<file path="config.mk">
export PLATFORM = sky130hd
export DESIGN_NAME = npu_host_driver
export DESIGN_NICKNAME = d
export VERILOG_FILES = /design/src/rtl/npu_pkg.sv /design/src/rtl/npu_layer_seq.sv /design/src/rtl/npu_host_driver.sv
export SDC_FILE = /design/constraint.sdc
export NUM_CORES = 1
export LEC_CHECK = 0
export CELL_PAD_IN_SITES_DETAIL_PLACEMENT = 0
export CELL_PAD_IN_SITES_GLOBAL_PLACEMENT = 2
export CORE_MARGIN = 1
export CORE_UTILIZATION = 28
export CTS_CLUSTER_SIZE = 10
export DETAILED_ROUTE_END_ITERATION = 8
export GPL_TIMING_DRIVEN = 0
export PLACE_DENSITY_LB_ADDON = 0.3
export REMOVE_ABC_BUFFERS = 1
export SLEW_MARGIN = 30
export SYNTH_ARGS = -nofsm -noshare
export SYNTH_HDL_FRONTEND = slang
export SYNTH_SLANG_ARGS = --single-unit
</file>
<file path="constraint.sdc">
create_clock -name clk -period 4.1 [get_ports clk]
set_clock_uncertainty 0.05 [all_clocks]
set_input_delay 0.615 -clock clk [delete_from_list [all_inputs] [get_ports clk]]
set_output_delay 0.615 -clock clk [all_outputs]
set_load 0.01 [all_outputs]
</file>
<file path="src/rtl/npu_pkg.sv">
// npu_pkg: definitions shared by the host driver and the NPU.
//   - npu_state_t : host driver FSM states
//   - header field positions and widths, packed header struct
//   - ZERO_HIDDEN / ONE_HIDDEN / TWO_HIDDEN : num_layers encodings
package npu_pkg;

    typedef enum logic [2:0] {
        IDLE,
        CFG,
        LOAD,
        INPUT,
        WAIT,
        READ,
        DONE
    } npu_state_t;

    // Header word layout: [1:0] num_layers, then four 5-bit neuron fields.
    localparam int HDR_NL_LSB = 0;
    localparam int HDR_NL_W   = 2;
    localparam int HDR_N0_LSB = 2;
    localparam int HDR_N1_LSB = 7;
    localparam int HDR_N2_LSB = 12;
    localparam int HDR_N3_LSB = 17;
    localparam int HDR_N_W    = 5;
    localparam int HDR_W      = 22;

    localparam logic [1:0] ZERO_HIDDEN = 2'd0;
    localparam logic [1:0] ONE_HIDDEN  = 2'd1;
    localparam logic [1:0] TWO_HIDDEN  = 2'd2;
    localparam logic [1:0] BAD_LAYERS  = 2'd3;

    localparam logic [2:0] CFG_LAST = 3'd4;  // five config words: 0..4

    // Member order mirrors the bit positions above (first member is MSB).
    typedef struct packed {
        logic [HDR_N_W-1:0]  n3;
        logic [HDR_N_W-1:0]  n2;
        logic [HDR_N_W-1:0]  n1;
        logic [HDR_N_W-1:0]  n0;
        logic [HDR_NL_W-1:0] num_layers;
    } npu_hdr_t;

    function automatic npu_hdr_t unpack_hdr(input logic [31:0] w);
        return npu_hdr_t'(w[HDR_W-1:0]);
    endfunction

endpackage

</file>
<file path="src/rtl/npu_layer_seq.sv">
// npu_layer_seq: walks the LOAD phase of a job.
//   clk, rst   : clock, synchronous active-high reset
//   hdr        : latched header (npu_hdr_t bits)
//   start      : hold counters at zero (asserted whenever not in LOAD)
//   advance    : one LOAD word was passed to the NPU this cycle
//   fanin      : current layer fan-in field (count - 1)
//   neurons    : current layer neuron field (count - 1)
//   last_word  : the current word is the final bias of the final layer
module npu_layer_seq
    import npu_pkg::*;
(
    input  logic             clk,
    input  logic             rst,
    input  logic [HDR_W-1:0] hdr,
    input  logic             start,
    input  logic             advance,
    output logic [4:0]       fanin,
    output logic [4:0]       neurons,
    output logic             last_word
);

    npu_hdr_t h;
    logic [5:0] w_cnt;      // 0..fanin_count: weights then bias
    logic [4:0] neu_cnt;
    logic [1:0] layer_idx;
    logic       last_w, last_neu, last_layer;

    assign h = npu_hdr_t'(hdr);

    // The output layer is always n3; hidden layers chain n0 -> n1 -> n2.
    always_comb begin
        fanin   = h.n0;
        neurons = h.n3;
        case (layer_idx)
            2'd0: begin
                fanin   = h.n0;
                neurons = (h.num_layers == ZERO_HIDDEN) ? h.n3 : h.n1;
            end
            2'd1: begin
                fanin   = h.n1;
                neurons = (h.num_layers == ONE_HIDDEN) ? h.n3 : h.n2;
            end
            default: begin
                fanin   = h.n2;
                neurons = h.n3;
            end
        endcase
    end

    // A neuron carries fanin+1 weights plus one bias, so w_cnt ends at fanin+1.
    assign last_w     = (w_cnt == ({1'b0, fanin} + 6'd1));
    assign last_neu   = (neu_cnt == neurons);
    assign last_layer = (layer_idx == h.num_layers);
    assign last_word  = last_w & last_neu & last_layer;

    always_ff @(posedge clk) begin
        if (rst || start) begin
            w_cnt     <= '0;
            neu_cnt   <= '0;
            layer_idx <= '0;
        end else if (advance) begin
            if (!last_w) begin
                w_cnt <= w_cnt + 6'd1;
            end else begin
                w_cnt <= '0;
                if (!last_neu) begin
                    neu_cnt <= neu_cnt + 5'd1;
                end else begin
                    neu_cnt   <= '0;
                    layer_idx <= layer_idx + 2'd1;
                end
            end
        end
    end

endmodule

</file>
<file path="src/rtl/npu_host_driver.sv">
// npu_host_driver: plays one job from a word stream onto the NPU bus and
// returns the output neurons on a valid/ready stream.
//   clk, rst                     : clock, synchronous active-high reset
//   src_valid/src_data/src_ready : job word stream in
//   npu_we, npu_data_out         : bus word strobe and data toward the NPU
//   npu_data_oe                  : tristate enable, same as npu_we
//   npu_data_in, npu_oe          : read-back data and read strobe
//   npu_ready                    : NPU holds results
//   dst_valid/dst_data/dst_ready : output neuron stream
//   busy, done, err              : status (err is sticky)
module npu_host_driver
    import npu_pkg::*;
#(
    parameter logic [15:0] READY_TIMEOUT = 16'd4095
) (
    input  logic        clk,
    input  logic        rst,
    input  logic        src_valid,
    input  logic [31:0] src_data,
    output logic        src_ready,
    output logic        npu_we,
    output logic [31:0] npu_data_out,
    output logic        npu_data_oe,
    input  logic [31:0] npu_data_in,
    output logic        npu_oe,
    input  logic        npu_ready,
    output logic        dst_valid,
    output logic [31:0] dst_data,
    input  logic        dst_ready,
    output logic        busy,
    output logic        done,
    output logic        err
);

    npu_state_t state, state_nxt;
    npu_hdr_t   hdr;

    logic [2:0]  cfg_cnt;
    logic [4:0]  in_cnt;
    logic [15:0] wait_cnt;
    logic [5:0]  rd_cnt;

    logic       hdr_take, hdr_bad, underrun, timeout;
    logic       seq_last;
    logic [4:0] seq_fanin, seq_neurons;

    npu_layer_seq u_seq (
        .clk       (clk),
        .rst       (rst),
        .hdr       (hdr),
        .start     (state != LOAD),
        .advance   ((state == LOAD) && src_valid),
        .fanin     (seq_fanin),
        .neurons   (seq_neurons),
        .last_word (seq_last)
    );

    always_ff @(posedge clk) begin
        if (rst) state <= IDLE;
        else     state <= state_nxt;
    end

    always_comb begin
        state_nxt    = state;
        src_ready    = 1'b0;
        npu_we       = 1'b0;
        npu_data_out = '0;
        npu_oe       = 1'b0;
        hdr_take     = 1'b0;
        hdr_bad      = 1'b0;
        underrun     = 1'b0;
        timeout      = 1'b0;
        case (state)
            IDLE: begin
                src_ready = 1'b1;
                if (src_valid) begin
                    if (src_data[HDR_NL_LSB +: HDR_NL_W] == BAD_LAYERS) begin
                        hdr_bad = 1'b1;
                    end else begin
                        hdr_take  = 1'b1;
                        state_nxt = CFG;
                    end
                end
            end
            CFG: begin
                npu_we = 1'b1;
                case (cfg_cnt)
                    3'd0:    npu_data_out = {30'b0, hdr.num_layers};
                    3'd1:    npu_data_out = {27'b0, hdr.n0};
                    3'd2:    npu_data_out = {27'b0, hdr.n1};
                    3'd3:    npu_data_out = {27'b0, hdr.n2};
                    default: npu_data_out = {27'b0, hdr.n3};
                endcase
                if (cfg_cnt == CFG_LAST) state_nxt = LOAD;
            end
            LOAD, INPUT: begin
                // Unregistered passthrough: the source word is on the bus
                // in the same cycle it is consumed.
                src_ready    = 1'b1;
                npu_we       = src_valid;
                npu_data_out = src_data;
                if (!src_valid) begin
                    underrun  = 1'b1;
                    state_nxt = IDLE;
                end else if (state == LOAD && seq_last) begin
                    state_nxt = INPUT;
                end else if (state == INPUT && in_cnt == hdr.n0) begin
                    state_nxt = WAIT;
                end
            end
            WAIT: begin
                if (npu_ready) begin
                    state_nxt = READ;
                end else if (wait_cnt == READY_TIMEOUT - 16'd1) begin
                    timeout   = 1'b1;
                    state_nxt = IDLE;
                end
            end
            READ: begin
                // Read only when the holding register is free or emptying.
                npu_oe = npu_ready && (!dst_valid || dst_ready) &&
                         (rd_cnt <= {1'b0, hdr.n3});
                if ((rd_cnt == {1'b0, hdr.n3} + 6'd1) && dst_valid && dst_ready)
                    state_nxt = DONE;
            end
            DONE: state_nxt = IDLE;
            default: state_nxt = IDLE;
        endcase
    end

    always_ff @(posedge clk) begin
        if (rst) begin
            hdr       <= '0;
            err       <= 1'b0;
            cfg_cnt   <= '0;
            in_cnt    <= '0;
            wait_cnt  <= '0;
            rd_cnt    <= '0;
            dst_valid <= 1'b0;
            dst_data  <= '0;
        end else begin
            if (hdr_take) begin
                hdr <= unpack_hdr(src_data);
                err <= 1'b0;
            end else if (hdr_bad || underrun || timeout) begin
                err <= 1'b1;
            end

            cfg_cnt  <= (state == CFG) ? cfg_cnt + 3'd1 : 3'd0;
            in_cnt   <= (state == INPUT && src_valid) ? in_cnt + 5'd1 : 5'd0;
            wait_cnt <= (state == WAIT) ? wait_cnt + 16'd1 : 16'd0;

            if (state != READ) rd_cnt <= '0;
            else if (npu_oe)   rd_cnt <= rd_cnt + 6'd1;

            // Capture wins over acceptance, so a word is replaced with no bubble.
            if (npu_oe) begin
                dst_data  <= npu_data_in;
                dst_valid <= 1'b1;
            end else if (dst_ready) begin
                dst_valid <= 1'b0;
            end
        end
    end

    assign npu_data_oe = npu_we;
    assign busy        = (state != IDLE);
    assign done        = (state == DONE);

endmodule

</file>
==> summary.log <==
[outcome] result of the run finished clean
[logic_synthesis] biggest area consumer among synthesized cells dfxtp_1
[die] Placeable Area 18900 sq um
[timing] count of final max-slew check failures 0
[logic_synthesis] flop and latch count out of synthesis 102
[cts] clock transition at the register clock pins on the worst setup and hold paths after CTS 70 ps
[detailed_routing] initial DRC count 270
[critical_path] crit path capture type primary output
[critical_path] Critical R2R Capture u_seq.neu_cnt[1]$_SDFFE_PP0P_
[cells_and_area] fraction of layout instances using a drive strength above 1 5.51%
[critical_path] crit path DAT 3070 ps
[timing] maximum clock frequency 268 MHz
[die] number of I/O pins 141
[detailed_routing] remaining antenna violation count 0
[logic_synthesis] Avg Cell Area, Syn 8.34 sq um
[global_route] overall global routing resource usage 16.1%
[power_and_ir_drop] Peak supply drop 216 uV
[critical_path] largest fanout on the critical path 20
[cells_and_area] final antenna diode count 0
[cts] TritonCTS Buffers 9
[logic_synthesis] Most used DFF post-synth dfxtp_1
[power_and_ir_drop] Int Power 1.98 mW
[cts] clock insertion delay at the later pin of the skew report 350 ps
[die] Total Die Area 20000 sq um
[critical_path] endpoint of the worst setup timing path npu_oe
[cells_and_area] area used by multi-input combinational logic 3220 sq um
[cts] clock tree root driver cell clkbuf_16
[die] horizontal extent of the die 142 microns
[detailed_routing] DRT Pass-1 Iters 4
[logic_synthesis] count of synthesis-stage warnings from yosys 0
[critical_path] launching element of the worst setup path state[0]$_SDFFE_PP0P_
[cells_and_area] synthesis-to-finish area growth 36.0%
[critical_path] required time of the critical path 3430 ps
[logic_synthesis] Synth area leaders dfxtp_1 (37%), mux2i_1 (6.4%), nor2_1 (5.6%)
[cts] number of H-tree levels 3
[timing] slew of the pin with the lowest slew margin 894 ps
[power_and_ir_drop] Total Power Consumption 3.10 mW
[power_and_ir_drop] share of total power consumed by net switching 36.2%
[power_and_ir_drop] Clk network pwr share 27.8%
[power_and_ir_drop] power density relative to cell area 418 nW/um^2
[critical_path] r2r worst-path depth 13
[cells_and_area] number of fill cells 1931
[detailed_routing] post-detailed-route DRC marker count 0
[cts] maximum buffer depth of the clock tree 2
[logic_synthesis] top cell type's share of synthesized area 37.4%
[timing] final clock period utilization by the worst path 91.0%
[critical_path] worst setup path category flop to primary output
[logic_synthesis] unique cell type count in the Yosys netlist 68
[timing] Fin. Hold Viols 0
[detailed_routing] average detailed-routed wire length per instance 15.2 microns
[timing] RSZ-0062 raised after global routing no
[logic_synthesis] summed instance area of the synthesized netlist 5460 sq um
[cts] hold-fix buffers at CTS 0
[timing] Final setup viols 0
[global_route] total overflow reported by the global router 0
[placed_design] DPL Wire Length 11.7 mm
[power_and_ir_drop] register share of total power 38.4%
[cts] clk sinks 102
[global_route] number of antenna violations at the first check in global routing 0
[placed_design] Placer Congestion 0.802
[power_and_ir_drop] Static Leak 2.58 nW
[power_and_ir_drop] share of total power in combinational logic 33.8%
[global_route] first-pass GRT wire length 25.4 mm
[logic_synthesis] most numerous cell in the Yosys netlist dfxtp_1
[die] row count 50
[detailed_routing] Via-to-Cell Ratio 4.89
[critical_path] reg-to-reg critical path startpoint u_seq.layer_idx[1]$_SDFFE_PP0P_
[die] starting density of the core 28.9%
[logic_synthesis] most frequent cells after synthesis dfxtp_1 (102), nor2_1 (81), nand2_1 (76)
[flow_run] Max-Cap Viols 0
[hold_path] Hold WC Path Type flop to flop
[power_and_ir_drop] power dissipated by switching net loads 1.12 mW
[global_route] pin count of the biggest net entering global routing 58
[timing] headroom to the max-slew limit 40.4%
[logic_synthesis] number of enable flip-flop cells after synthesis 0
[global_route] number of global-route vias before repair 5011
[logic_synthesis] sequential fraction of the synthesis area 37.4%
[die] vertical die dimension 142 microns
[cells_and_area] Layout Nets 866
[logic_synthesis] gate count after technology mapping 654
[placed_design] number of I/O port buffers 140
[detailed_routing] wire length after detailed routing 15.8 mm
[cells_and_area] final design utilization 39.3%
[critical_path] register-to-register setup slack 460 ps
[logic_synthesis] share of async-settable or async-resettable flops after synthesis 0%
[critical_path] CP Launch Type flop
[cells_and_area] area used by sequential logic in the layout 2040 sq um
[detailed_routing] vias 5086
[timing] min Tclk post-route 3730 ps
[cts] CTS tree yes
area by class of cell:
cell class	instances	share of cell area (%)
well taps	260	4.38
inverters	19	0.961
clock buffers	9	3.03
multi-input cells	501	43.4
flip-flops and latches	102	27.5
clock inverters	7	0.978
repair buffers	143	19.7
layer usage:
metal | vias up | wire [microns] | share of wire [%] | GRT usage, %
met3 | 9 | 936 | 5.9 | 4.29
li1 | 2537 | - | - | -
met2 | 124 | 7630 | 48 | 27.5
met4 | 0 | 150 | 0.95 | 4.53
met5 | - | 0 | 0 | 0
met1 | 2416 | 7070 | 45 | 19.7
state kept, by name, summed over array words and instances, names as in the netlist:
register / flops
dst_data: 32
hdr: 22
wait_cnt: 16
rd_cnt: 6
u_seq.w_cnt: 6
in_cnt: 5
u_seq.neu_cnt: 5
cfg_cnt: 3
state: 3
u_seq.layer_idx: 2
dst_valid: 1
err: 1
worst min-delay path by stage:
stage,slack (ps),end,start,depth (start not counted)
global placement,410,wait_cnt[0]$_SDFF_PP0_,wait_cnt[0]$_SDFF_PP0_,1
detailed placement,420,in_cnt[0]$_SDFF_PP0_,in_cnt[0]$_SDFF_PP0_,1
global route,460,wait_cnt[0]$_SDFF_PP0_,wait_cnt[0]$_SDFF_PP0_,1
finish,420,in_cnt[0]$_SDFF_PP0_,in_cnt[0]$_SDFF_PP0_,1
CTS,430,in_cnt[0]$_SDFF_PP0_,in_cnt[0]$_SDFF_PP0_,1
floorplan,390,in_cnt[0]$_SDFF_PP0_,in_cnt[0]$_SDFF_PP0_,1
through the flow:
step | instance area, sq um | hold WS, ps | TNS [ps] | worst slack, ps | std cells
floorplan | 5320 | 390 | 0 | 606 | 622
global placement | 7040 | 408 | -5720 | -1010 | 1022
detailed placement | 7110 | 418 | 0 | 91.1 | 1024
CTS | 7410 | 433 | 0 | 36.3 | 1041
global route | 7420 | 460 | 0 | 34.8 | 1041
finish | 7420 | 424 | 0 | 370 | 1041
kinds of logic after synthesis:
group | Yosys count | share of synthesized area (%)
multiplexers | 35 | 6.42
AO/OA/AOI/OAI | 113 | 14.4
adder cells (fa/ha/maj) | 21 | 4.82
AND/OR/NAND/NOR | 287 | 25.8
flip-flops | 102 | 37.4
XOR/XNOR | 45 | 7.22
buffers and inverters | 51 | 3.85
worst max-delay path: stages (launching register included):
cell             delay, ps
dfxtp_1                750
nand3_1                230
or4b_2                 750
nor2_4                 210
buf_16                 200
clkdlybuf4s50_1        550
placed cells by master, fill, tap and decap left out, types with 5 or more instances in the layout:
cell / netlist / routed
xor2_1: 17 / 17
nor3_1: 16 / 16
nor2_1: 81 / 80
or3_1: 12 / 12
a21oi_1: 39 / 39
clkbuf_16: 0 / 9
dfxtp_1: 102 / 101
clkdlybuf4s50_1: 0 / 139
a32oi_1: 5 / 5
mux2i_1: 35 / 35
ha_1: 21 / 21
nand4_1: 8 / 8
nand2_1: 76 / 76
and3_1: 31 / 31
xnor2_1: 28 / 28
inv_1: 18 / 18
nor2b_1: 9 / 9
a222oi_1: 5 / 5
nand3_1: 21 / 20
o21ai_0: 22 / 22
o21a_1: 5 / 5
power groups by stage:
stage	registers [mW]	clock network (mW)	logic, mW
3_3_place_gp	1.21	0	1.03
4_1_cts	1.19	0.895	1.06
3_5_place_dp	1.21	0	1.05
6_report	1.19	0.861	1.05
2_1_floorplan	1.16	0	0.577
5_1_grt	1.21	0.931	1.15
timing repair:
action	in CTS	in global routing
buffers inserted	1	0
resized for setup	0	1
setup endpoints to repair	1	2
pin swaps	1	0
Power figures use the tool's default switching activity.
